<file path="config.mk">
export PLATFORM = sky130hd
export DESIGN_NAME = dmem_arbiter_flat
export DESIGN_NICKNAME = d
export VERILOG_FILES = /design/src/rtl/dmem_arbiter_if.sv /design/src/rtl/dmem_arbiter.sv /design/src/flat_wrapper.sv
export SDC_FILE = /design/constraint.sdc
export NUM_CORES = 1
export LEC_CHECK = 0
export ABC_CLOCK_PERIOD_IN_PS = 3500
export CAP_MARGIN = 20
export CORE_AREA = 3 3 121 123
export DETAILED_ROUTE_END_ITERATION = 10
export DIE_AREA = 0 0 124 126
export MAX_ROUTING_LAYER = met4
export SYNTH_ARGS = -nofsm -noshare
export SYNTH_HDL_FRONTEND = slang
export SYNTH_SLANG_ARGS = --single-unit
export TNS_END_PERCENT = 10
</file>
<file path="constraint.sdc">
create_clock -name clock -period 3.5 [get_ports clock]
set_input_delay 0.525 -clock clock [delete_from_list [all_inputs] [get_ports clock]]
set_output_delay 0.525 -clock clock [all_outputs]
set_load 0.01 [all_outputs]
</file>
<file path="src/rtl/dmem_arbiter_if.sv">
`default_nettype none
// ============================================================================
// Module   : dmem_arbiter_if
// Brief    : Two-requester data-memory bus plus the shared memory port.
// Revision : 1.0
// ============================================================================
interface dmem_arbiter_if #(
    parameter int ADDR_WIDTH = 32,
    parameter int DATA_WIDTH = 32
);
    logic                  r0_req;
    logic                  r0_lock;
    logic                  r0_we;
    logic [2:0]            r0_op;
    logic [ADDR_WIDTH-1:0] r0_addr;
    logic [DATA_WIDTH-1:0] r0_wdata;
    logic                  r0_gnt;
    logic                  r0_rvalid;
    logic [DATA_WIDTH-1:0] r0_rdata;

    logic                  r1_req;
    logic                  r1_lock;
    logic                  r1_we;
    logic [2:0]            r1_op;
    logic [ADDR_WIDTH-1:0] r1_addr;
    logic [DATA_WIDTH-1:0] r1_wdata;
    logic                  r1_gnt;
    logic                  r1_rvalid;
    logic [DATA_WIDTH-1:0] r1_rdata;

    logic                  mem_en;
    logic                  mem_we;
    logic [2:0]            mem_op;
    logic [ADDR_WIDTH-1:0] mem_addr;
    logic [DATA_WIDTH-1:0] mem_wdata;
    logic [DATA_WIDTH-1:0] mem_rdata;

    // Arbiter side: serves the requesters and drives the memory port.
    modport slave (
        input  r0_req, r0_lock, r0_we, r0_op, r0_addr, r0_wdata,
        output r0_gnt, r0_rvalid, r0_rdata,
        input  r1_req, r1_lock, r1_we, r1_op, r1_addr, r1_wdata,
        output r1_gnt, r1_rvalid, r1_rdata,
        output mem_en, mem_we, mem_op, mem_addr, mem_wdata,
        input  mem_rdata
    );

    // Environment side: requesters and memory model.
    modport master (
        output r0_req, r0_lock, r0_we, r0_op, r0_addr, r0_wdata,
        input  r0_gnt, r0_rvalid, r0_rdata,
        output r1_req, r1_lock, r1_we, r1_op, r1_addr, r1_wdata,
        input  r1_gnt, r1_rvalid, r1_rdata,
        input  mem_en, mem_we, mem_op, mem_addr, mem_wdata,
        output mem_rdata
    );
endinterface
`default_nettype wire

</file>
<file path="src/rtl/dmem_arbiter.sv">
`default_nettype none
// ============================================================================
// Module   : dmem_arbiter
// Brief    : Round-robin arbiter with bounded burst lock sharing one data
//            memory port between two masters; read data routed by tag pipe.
// Revision : 1.0
// ============================================================================
module dmem_arbiter #(
    parameter int ADDR_WIDTH   = 32,
    parameter int DATA_WIDTH   = 32,
    parameter int READ_LATENCY = 1,
    parameter int MAX_BURST    = 4
) (
    input  wire logic     clock,
    input  wire logic     reset,
    dmem_arbiter_if.slave bus
);
    localparam logic [3:0] c_max_burst = 4'(MAX_BURST);
    localparam logic [3:0] c_cnt_sat   = 4'hF;

    logic                    r_last;
    logic                    r_owner_valid;
    logic                    r_owner;
    logic [3:0]              r_burst_cnt;
    logic [READ_LATENCY-1:0] r_tag_valid;
    logic [READ_LATENCY-1:0] r_tag_id;

    logic w_owner_req;
    logic w_other_req;
    logic w_owner_lock;
    logic w_hold;
    logic w_gnt0;
    logic w_gnt1;
    logic w_accept;
    logic w_winner_lock;
    logic w_winner_we;

    assign w_owner_req  = r_owner ? bus.r1_req  : bus.r0_req;
    assign w_other_req  = r_owner ? bus.r0_req  : bus.r1_req;
    assign w_owner_lock = r_owner ? bus.r1_lock : bus.r0_lock;

    // A lock only survives contention until the burst budget is spent.
    assign w_hold = r_owner_valid & w_owner_req &
                    (~w_other_req | (r_burst_cnt < c_max_burst));

    always_comb begin
        w_gnt0 = 1'b0;
        w_gnt1 = 1'b0;
        if (!reset) begin
            if (w_hold) begin
                w_gnt0 = ~r_owner;
                w_gnt1 = r_owner;
            end else if (bus.r0_req && bus.r1_req) begin
                w_gnt0 = r_last;
                w_gnt1 = ~r_last;
            end else begin
                w_gnt0 = bus.r0_req;
                w_gnt1 = bus.r1_req;
            end
        end
    end

    assign w_accept      = w_gnt0 | w_gnt1;
    assign w_winner_lock = w_gnt1 ? bus.r1_lock : bus.r0_lock;
    assign w_winner_we   = w_gnt1 ? bus.r1_we   : bus.r0_we;

    assign bus.r0_gnt    = w_gnt0;
    assign bus.r1_gnt    = w_gnt1;
    assign bus.mem_en    = w_accept;
    assign bus.mem_we    = w_accept & w_winner_we;
    assign bus.mem_op    = w_gnt1 ? bus.r1_op    : bus.r0_op;
    assign bus.mem_addr  = w_gnt1 ? bus.r1_addr  : bus.r0_addr;
    assign bus.mem_wdata = w_gnt1 ? bus.r1_wdata : bus.r0_wdata;

    always_ff @(posedge clock or posedge reset) begin
        if (reset) begin
            r_last        <= 1'b1;
            r_owner_valid <= 1'b0;
            r_owner       <= 1'b0;
            r_burst_cnt   <= 4'd0;
            r_tag_valid   <= '0;
            r_tag_id      <= '0;
        end else begin
            if (w_accept) begin
                r_last <= w_gnt1;
                if (w_winner_lock) begin
                    if (r_owner_valid && (r_owner == w_gnt1)) begin
                        r_burst_cnt <= (r_burst_cnt == c_cnt_sat) ? c_cnt_sat
                                                                  : r_burst_cnt + 4'd1;
                    end else begin
                        r_owner_valid <= 1'b1;
                        r_owner       <= w_gnt1;
                        r_burst_cnt   <= 4'd1;
                    end
                end else begin
                    r_owner_valid <= 1'b0;
                    r_burst_cnt   <= 4'd0;
                end
            end else if (r_owner_valid && !w_owner_lock) begin
                // Idle owner that released its lock gives up ownership.
                r_owner_valid <= 1'b0;
                r_burst_cnt   <= 4'd0;
            end

            r_tag_valid[0] <= w_accept & ~w_winner_we;
            r_tag_id[0]    <= w_gnt1;
            for (int i = 1; i < READ_LATENCY; i++) begin
                r_tag_valid[i] <= r_tag_valid[i-1];
                r_tag_id[i]    <= r_tag_id[i-1];
            end
        end
    end

    assign bus.r0_rvalid = r_tag_valid[READ_LATENCY-1] & ~r_tag_id[READ_LATENCY-1];
    assign bus.r1_rvalid = r_tag_valid[READ_LATENCY-1] &  r_tag_id[READ_LATENCY-1];
    assign bus.r0_rdata  = bus.mem_rdata;
    assign bus.r1_rdata  = bus.mem_rdata;
endmodule
`default_nettype wire

</file>
<file path="src/flat_wrapper.sv">
// flat-port wrapper written by rule: the top's interface ports become plain ports
module dmem_arbiter_flat 
#(
    parameter int ADDR_WIDTH   = 32,
    parameter int DATA_WIDTH   = 32,
    parameter int READ_LATENCY = 1,
    parameter int MAX_BURST    = 4
)
  (clock, reset, bus_r0_req, bus_r0_lock, bus_r0_we, bus_r0_op, bus_r0_addr, bus_r0_wdata, bus_r0_gnt, bus_r0_rvalid, bus_r0_rdata, bus_r1_req, bus_r1_lock, bus_r1_we, bus_r1_op, bus_r1_addr, bus_r1_wdata, bus_r1_gnt, bus_r1_rvalid, bus_r1_rdata, bus_mem_en, bus_mem_we, bus_mem_op, bus_mem_addr, bus_mem_wdata, bus_mem_rdata);
  dmem_arbiter_if #(.ADDR_WIDTH(ADDR_WIDTH), .DATA_WIDTH(DATA_WIDTH)) bus_i ();
  input  wire logic clock;
  input  wire logic reset;
  input wire logic [$bits(bus_i.r0_req)-1:0] bus_r0_req;
  input wire logic [$bits(bus_i.r0_lock)-1:0] bus_r0_lock;
  input wire logic [$bits(bus_i.r0_we)-1:0] bus_r0_we;
  input wire logic [$bits(bus_i.r0_op)-1:0] bus_r0_op;
  input wire logic [$bits(bus_i.r0_addr)-1:0] bus_r0_addr;
  input wire logic [$bits(bus_i.r0_wdata)-1:0] bus_r0_wdata;
  output wire logic [$bits(bus_i.r0_gnt)-1:0] bus_r0_gnt;
  output wire logic [$bits(bus_i.r0_rvalid)-1:0] bus_r0_rvalid;
  output wire logic [$bits(bus_i.r0_rdata)-1:0] bus_r0_rdata;
  input wire logic [$bits(bus_i.r1_req)-1:0] bus_r1_req;
  input wire logic [$bits(bus_i.r1_lock)-1:0] bus_r1_lock;
  input wire logic [$bits(bus_i.r1_we)-1:0] bus_r1_we;
  input wire logic [$bits(bus_i.r1_op)-1:0] bus_r1_op;
  input wire logic [$bits(bus_i.r1_addr)-1:0] bus_r1_addr;
  input wire logic [$bits(bus_i.r1_wdata)-1:0] bus_r1_wdata;
  output wire logic [$bits(bus_i.r1_gnt)-1:0] bus_r1_gnt;
  output wire logic [$bits(bus_i.r1_rvalid)-1:0] bus_r1_rvalid;
  output wire logic [$bits(bus_i.r1_rdata)-1:0] bus_r1_rdata;
  output wire logic [$bits(bus_i.mem_en)-1:0] bus_mem_en;
  output wire logic [$bits(bus_i.mem_we)-1:0] bus_mem_we;
  output wire logic [$bits(bus_i.mem_op)-1:0] bus_mem_op;
  output wire logic [$bits(bus_i.mem_addr)-1:0] bus_mem_addr;
  output wire logic [$bits(bus_i.mem_wdata)-1:0] bus_mem_wdata;
  input wire logic [$bits(bus_i.mem_rdata)-1:0] bus_mem_rdata;
  assign bus_i.r0_req = bus_r0_req;
  assign bus_i.r0_lock = bus_r0_lock;
  assign bus_i.r0_we = bus_r0_we;
  assign bus_i.r0_op = bus_r0_op;
  assign bus_i.r0_addr = bus_r0_addr;
  assign bus_i.r0_wdata = bus_r0_wdata;
  assign bus_r0_gnt = bus_i.r0_gnt;
  assign bus_r0_rvalid = bus_i.r0_rvalid;
  assign bus_r0_rdata = bus_i.r0_rdata;
  assign bus_i.r1_req = bus_r1_req;
  assign bus_i.r1_lock = bus_r1_lock;
  assign bus_i.r1_we = bus_r1_we;
  assign bus_i.r1_op = bus_r1_op;
  assign bus_i.r1_addr = bus_r1_addr;
  assign bus_i.r1_wdata = bus_r1_wdata;
  assign bus_r1_gnt = bus_i.r1_gnt;
  assign bus_r1_rvalid = bus_i.r1_rvalid;
  assign bus_r1_rdata = bus_i.r1_rdata;
  assign bus_mem_en = bus_i.mem_en;
  assign bus_mem_we = bus_i.mem_we;
  assign bus_mem_op = bus_i.mem_op;
  assign bus_mem_addr = bus_i.mem_addr;
  assign bus_mem_wdata = bus_i.mem_wdata;
  assign bus_i.mem_rdata = bus_mem_rdata;
  dmem_arbiter #(.ADDR_WIDTH(ADDR_WIDTH), .DATA_WIDTH(DATA_WIDTH), .READ_LATENCY(READ_LATENCY), .MAX_BURST(MAX_BURST)) u_core (.clock(clock), .reset(reset), .bus(bus_i));
endmodule
</file>
Yosys cells after proc, flatten, opt, wreduce, memory -nomap -nowiden
Index checks and enable logic that the tools add are counted.
Cells by class
  add/subtract/negate cells: 1
  magnitude comparators: 1
  eq/ne operators: 3
  muxes and demuxes: 23
  bitwise gates (word level): 14
  reduce and logical (&&, ||, !) cells: 7
Operator list (count)
  32-bit 2-to-1 mux: 2
  4-bit 2-to-1 mux: 5
  1-bit 2-to-1 mux: 15
  1-bit bitwise AND: 6
  1-bit NOT: 6
  4-bit by 1-bit adder with 4-bit output, second input constant: 1
  4-bit equality test, second input constant: 1
  4-bit by 3-bit < comparator with 1-bit output, second input constant: 1
  1-bit logical AND: 3
  3-bit 2-to-1 mux: 1
  3-bit != test, second input constant: 1
  3-bit AND reduction: 1
  1-bit OR: 2
  2-bit AND reduction: 1
  2-bit nonzero test: 1
  1-bit equality test: 1
  1-bit zero test: 1
Storage, ports and cells
  bits in registers: 9
  output and inout port bits: 137
  logic and storage cells: 55

Depth between registers and ports, before layout
  depth after elaboration: 11
  depth in mapped cells: 7
  gate-level depth less buffers: 7

Worst setup path after synthesis
No wires, ideal clock.
  kind: input to output
  from: input bus_r1_req
  to: output bus_mem_addr[0]
  arrival time: 1805 ps
  setup slack: 1170 ps
  stages: 5
  path buffers: 1
  path through: a21boi_2 > o311ai_4 > a21oi_4 > buf_4 > mux2_2
On the way
  longest elaborated chain between the ends: 7
  elaborated cells on any way between the ends: 11
  classes of those cells: mux: 6; bitwise: 4; reduce/logical: 1
Ends and longest elaborated chain
  start: declaration: RTL line flat_wrapper.sv:22  | input wire logic [$bits(bus_i.r1_req)-1:0] bus_r1_req;
  1-bit 2-to-1 mux: RTL line dmem_arbiter.sv:39  | assign w_other_req = r_owner ? bus.r0_req : bus.r1_req;
  1-bit NOT: RTL line dmem_arbiter.sv:44  | (~w_other_req | (r_burst_cnt < c_max_burst));
  1-bit OR: RTL line dmem_arbiter.sv:44
  1-bit bitwise AND: RTL line dmem_arbiter.sv:43  | assign w_hold = r_owner_valid & w_owner_req &
  1-bit 2-to-1 mux (*): RTL line dmem_arbiter.sv:50  | if (w_hold) begin
  1-bit 2-to-1 mux (*): RTL line dmem_arbiter.sv:49  | if (!reset) begin
  32-bit 2-to-1 mux (*): RTL line dmem_arbiter.sv:72  | assign bus.mem_addr = w_gnt1 ? bus.r1_addr : bus.r0_addr;
  end: declaration: RTL line flat_wrapper.sv:34  | output wire logic [$bits(bus_i.mem_addr)-1:0] bus_mem_addr;
Every way passes the cells marked *; elsewhere a longest branch is shown, timed or not.

Worst setup path in the final report
  from: input bus_r1_req
  to: output bus_mem_wdata[15]
On the way
  longest elaborated chain between the ends: 7
  elaborated cells on any way between the ends: 11
  classes of those cells: mux: 6; bitwise: 4; reduce/logical: 1
Ends and longest elaborated chain
  1-bit 2-to-1 mux: RTL line dmem_arbiter.sv:39
  1-bit NOT: RTL line dmem_arbiter.sv:44
  1-bit OR: RTL line dmem_arbiter.sv:44
  1-bit bitwise AND: RTL line dmem_arbiter.sv:43
  1-bit 2-to-1 mux (*): RTL line dmem_arbiter.sv:50
  1-bit 2-to-1 mux (*): RTL line dmem_arbiter.sv:49
  32-bit 2-to-1 mux (*): RTL line dmem_arbiter.sv:73  | assign bus.mem_wdata = w_gnt1 ? bus.r1_wdata : bus.r0_wdata;
  end: declaration: RTL line flat_wrapper.sv:35  | output wire logic [$bits(bus_i.mem_wdata)-1:0] bus_mem_wdata;
Marked as above.

==> flow_metrics.tcl <==
set metrics [dict create \
    run_status "completed" \
    synth_edf_count 0 \
    clkPwrFrac 0.187 \
    switching_share 0.3159 \
    drtIter0Drc 165 \
    holdBufCountCts 0 \
    synth_top_area_cell "mux2_2" \
    cp_max_fo 24 \
    ys_seq_area_frac 0.1141 \
    pin_count 311 \
    grt_pass1_vias 2286 \
    avgRoutedWirePerCell_microns 20.61 \
    synth_cell_types 38 \
    powerDensity_nw_per_um2 266.6 \
    yosys-top-cells-count "66 x buf_4, 63 x mux2_2, 12 x nand2_1, 8 x dfrtp_1, 7 x inv_1" \
    syn2layout_area_growth_pct 103.1 \
    ir_drop_mv 0.1760 \
    cp.arrival_ns 2.81 \
    port-buffer-count 214 \
    whs_path_depth 2 \
    worst_pin_slew_ns 0.4724 \
    finalCritPeriodShare 0.9537 \
    grt_pass1_wl_mm 15.30 \
    p_leak_nw 1.484 \
    start_util 0.1442 \
    p_sw_mw 0.3396 \
    drc 0 \
    cts_tree "built" \
    crit_buf_inv 4 \
    clock_latency_ns 0.23 \
    ys_warn_count 0 \
    slew_viol_final 0 \
    grt_max_degree 48 \
    setup_slack_ns 0.1620 \
    yosysMostFrequentCell "buf_4" \
    layout_min_cycle_time_ns 3.338 \
    cts_made_buffers 3 \
    timing.slew.headroom 0.6851 \
    first_pass_iters 5 \
    grt-ovfl-total 0 \
    syn-cell-area_sq_um 1986 \
    hold_end "u_core.r_last$_DFFE_PP1P_" \
    die_height_microns 126 \
    preCtsSetupSlack_ns 0.03064 \
    combPwrFrac 0.679 \
    ys_ff_latch 9 \
    syn_area_per_cell_sq_um 9.279 \
    synthFlopType "dfrtp_1" \
    rsz0062_at_grt "no" \
    routed_via_density 3.870 \
    hpwl_mm 9.590 \
    clock-sinks 9 \
    cap_violations 0 \
    fmax_mhz 299.6 \
    cts.clk_slew.worst_paths_ns 0.04 \
    r2r_start "u_core.r_burst_cnt[3]$_DFFE_PP0P_" \
    clk_path_buf_depth 2 \
    die_w_microns 124 \
    hp-class "reg -> reg" \
    cts_root_buffer "clkbuf_16" \
    antenna_found_initial 1 \
    routed_wirelength_mm 11.38 \
    max_stage_delay_ns 0.51 \
    cp_top_family "buffers and inverters" \
    htree_num_levels 1 \
    synth_nets 389 \
    core_area_sq_um 13770 \
    async_reset_ff_frac 1.000 \
    place_congestion 0.8614 \
    rows 43 \
    synth_top_area_share 0.3573 \
    final.setup_skew_ns 0.001158 \
    drive_gt1_frac 0.2405 \
    crit_path_top_delay_cell "clkdlybuf4s50_1" \
    setup_viol 0 \
    fin_setup_tns_ns 0 \
    ant_nets 0 \
    crit_path_end_kind "output port" \
    syn_inst 214 \
    path_cells "clkdlybuf4s50_1 > a21boi_4 > o311ai_4 > a21oi_4 > buf_12 > buf_12 > mux2_2 > clkdlybuf4s50_1" \
    power_frac_seq 0.134 \
    hp-start "u_core.r_last$_DFFE_PP1P_" \
    nNetsFinal 546 \
    vias 2136 \
    hold_viol_final 0 \
    power.internal_mw 0.7356 \
    r2r-end "u_core.r_burst_cnt[0]$_DFFE_PP0P_" \
    track_usage 0.1355 \
    cp.required_ns 2.97 \
    die_area_sq_um 15620 \
    crit_path_start_kind "input pin" \
    crit_type "in -> out" \
    r2r_cells 6 \
    rrSetupSlack_ns 1.41 \
    yosys-top-cells-area "mux2_2 36%, buf_4 25%, dfrtp_1 10%, buf_6 2.8%, mux2_1 2.8%" \
]
==> power by group through the flow <==
stage          Sequential, mW  Combinational (mW)  Clock [mW]
3_3_place_gp            0.143               0.695           0
6_report                0.144               0.730       0.201
5_1_grt                 0.149               0.772       0.216
2_1_floorplan           0.134               0.377           0
4_1_cts                 0.143               0.705       0.207
3_5_place_dp            0.143               0.698           0
==> cells in the final DEF (no fill, tap or decap), drive strengths merged, types with 2 or more instances in the layout <==
cell type / instances
clkdlybuf4s50: 213
mux2: 68
nand2: 13
buf: 11
dfrtp: 8
inv: 8
clkbuf: 5
o21ai: 5
a21oi: 4
nor2: 3
o211ai: 3
a22oi: 3
a311oi: 3
diode: 2
nand3b: 2
mux2i: 2
o31a: 2
and2: 2
==> flip-flops by register name, summed over array words and instances (netlist names) <==
signal                flops
u_core.r_burst_cnt        4
u_core.r_last             1
u_core.r_owner            1
u_core.r_owner_valid      1
u_core.r_tag_id           1
u_core.r_tag_valid        1
==> worst register-to-register path, delay by kind of cell, from the launching register on <==
family | cells | cell delay, ns
DFF | 1 | 0.50
and+or+nand+nor | 1 | 0.24
AOI/OAI and AO/OA | 4 | 1.05
buffers and inverters | 1 | 0.22
==> through the flow <==
| stage | util | cells | area (sq um) | hold WS [ns] | total power [mW] |
|---|---|---|---|---|---|
| final | 0.2928 | 552 | 4033 | 0.4989 | 1.075 |
| after detailed placement | 0.2802 | 542 | 3859 | 0.4890 | 0.8416 |
| after global routing | 0.2926 | 551 | 4030 | 0.5268 | 1.137 |
| after CTS | 0.2859 | 546 | 3938 | 0.4967 | 1.055 |
| after floorplan | - | 214 | 1986 | 0.3909 | 0.5111 |
| after global placement | 0.2802 | 542 | 3859 | 0.4757 | 0.8385 |
==> cell families after synthesis <==
group / after synthesis / share of synthesized area
AND/OR/NAND/NOR: 25 / 0.06175
multiplexers: 70 / 0.3957
adder cells (fa/ha/maj): 1 / 0.006300
flip-flops: 9 / 0.1141
buffers and inverters: 82 / 0.3006
AO/OA/AOI/OAI: 27 / 0.1216
==> layer usage <==
| metal | share of wire | global-route usage | vias to the layer above |
|---|---|---|---|
| met5 | 0 | - | - |
| met4 | 0.0018 | 0.009021 | 0 |
| met3 | 0.072 | 0.03547 | 7 |
| met2 | 0.48 | 0.2148 | 143 |
| met1 | 0.45 | 0.1820 | 982 |
| li1 | - | - | 1004 |
==> cell type report <==
cell class,instances,area [sq um]
Timing Repair Buffer,226,2293
Fill cell,1475,9741
Multi-Input combinational cell,123,1174
Clock buffer,4,78.83
Sequential cell,9,226.5
Tap cell,180,225.2
Antenna cell,2,5.005
Inverter,8,30.03
==> worst max-delay path by stage <==
stage | startpoint | end | slack (ns) | depth (start not counted)
2_1_floorplan | bus_r1_req | bus_mem_addr[0] | 1.17 | 5
3_3_place_gp | bus_r0_req | bus_mem_wdata[14] | 0.15 | 7
3_5_place_dp | bus_r0_req | bus_mem_wdata[15] | 0.03 | 7
4_1_cts | bus_r0_req | bus_mem_wdata[15] | 0.02 | 7
5_1_grt | bus_r1_req | bus_mem_wdata[16] | 0.05 | 8
6_report | bus_r1_req | bus_mem_wdata[15] | 0.16 | 8
==> timing repair <==
item                                    in CTS  in global routing
endpoints found under the setup margin       0                 57
gates resized for setup                      0                  6
buffers inserted                             0                  2
Note: power is estimated with default switching activity, not from simulation.
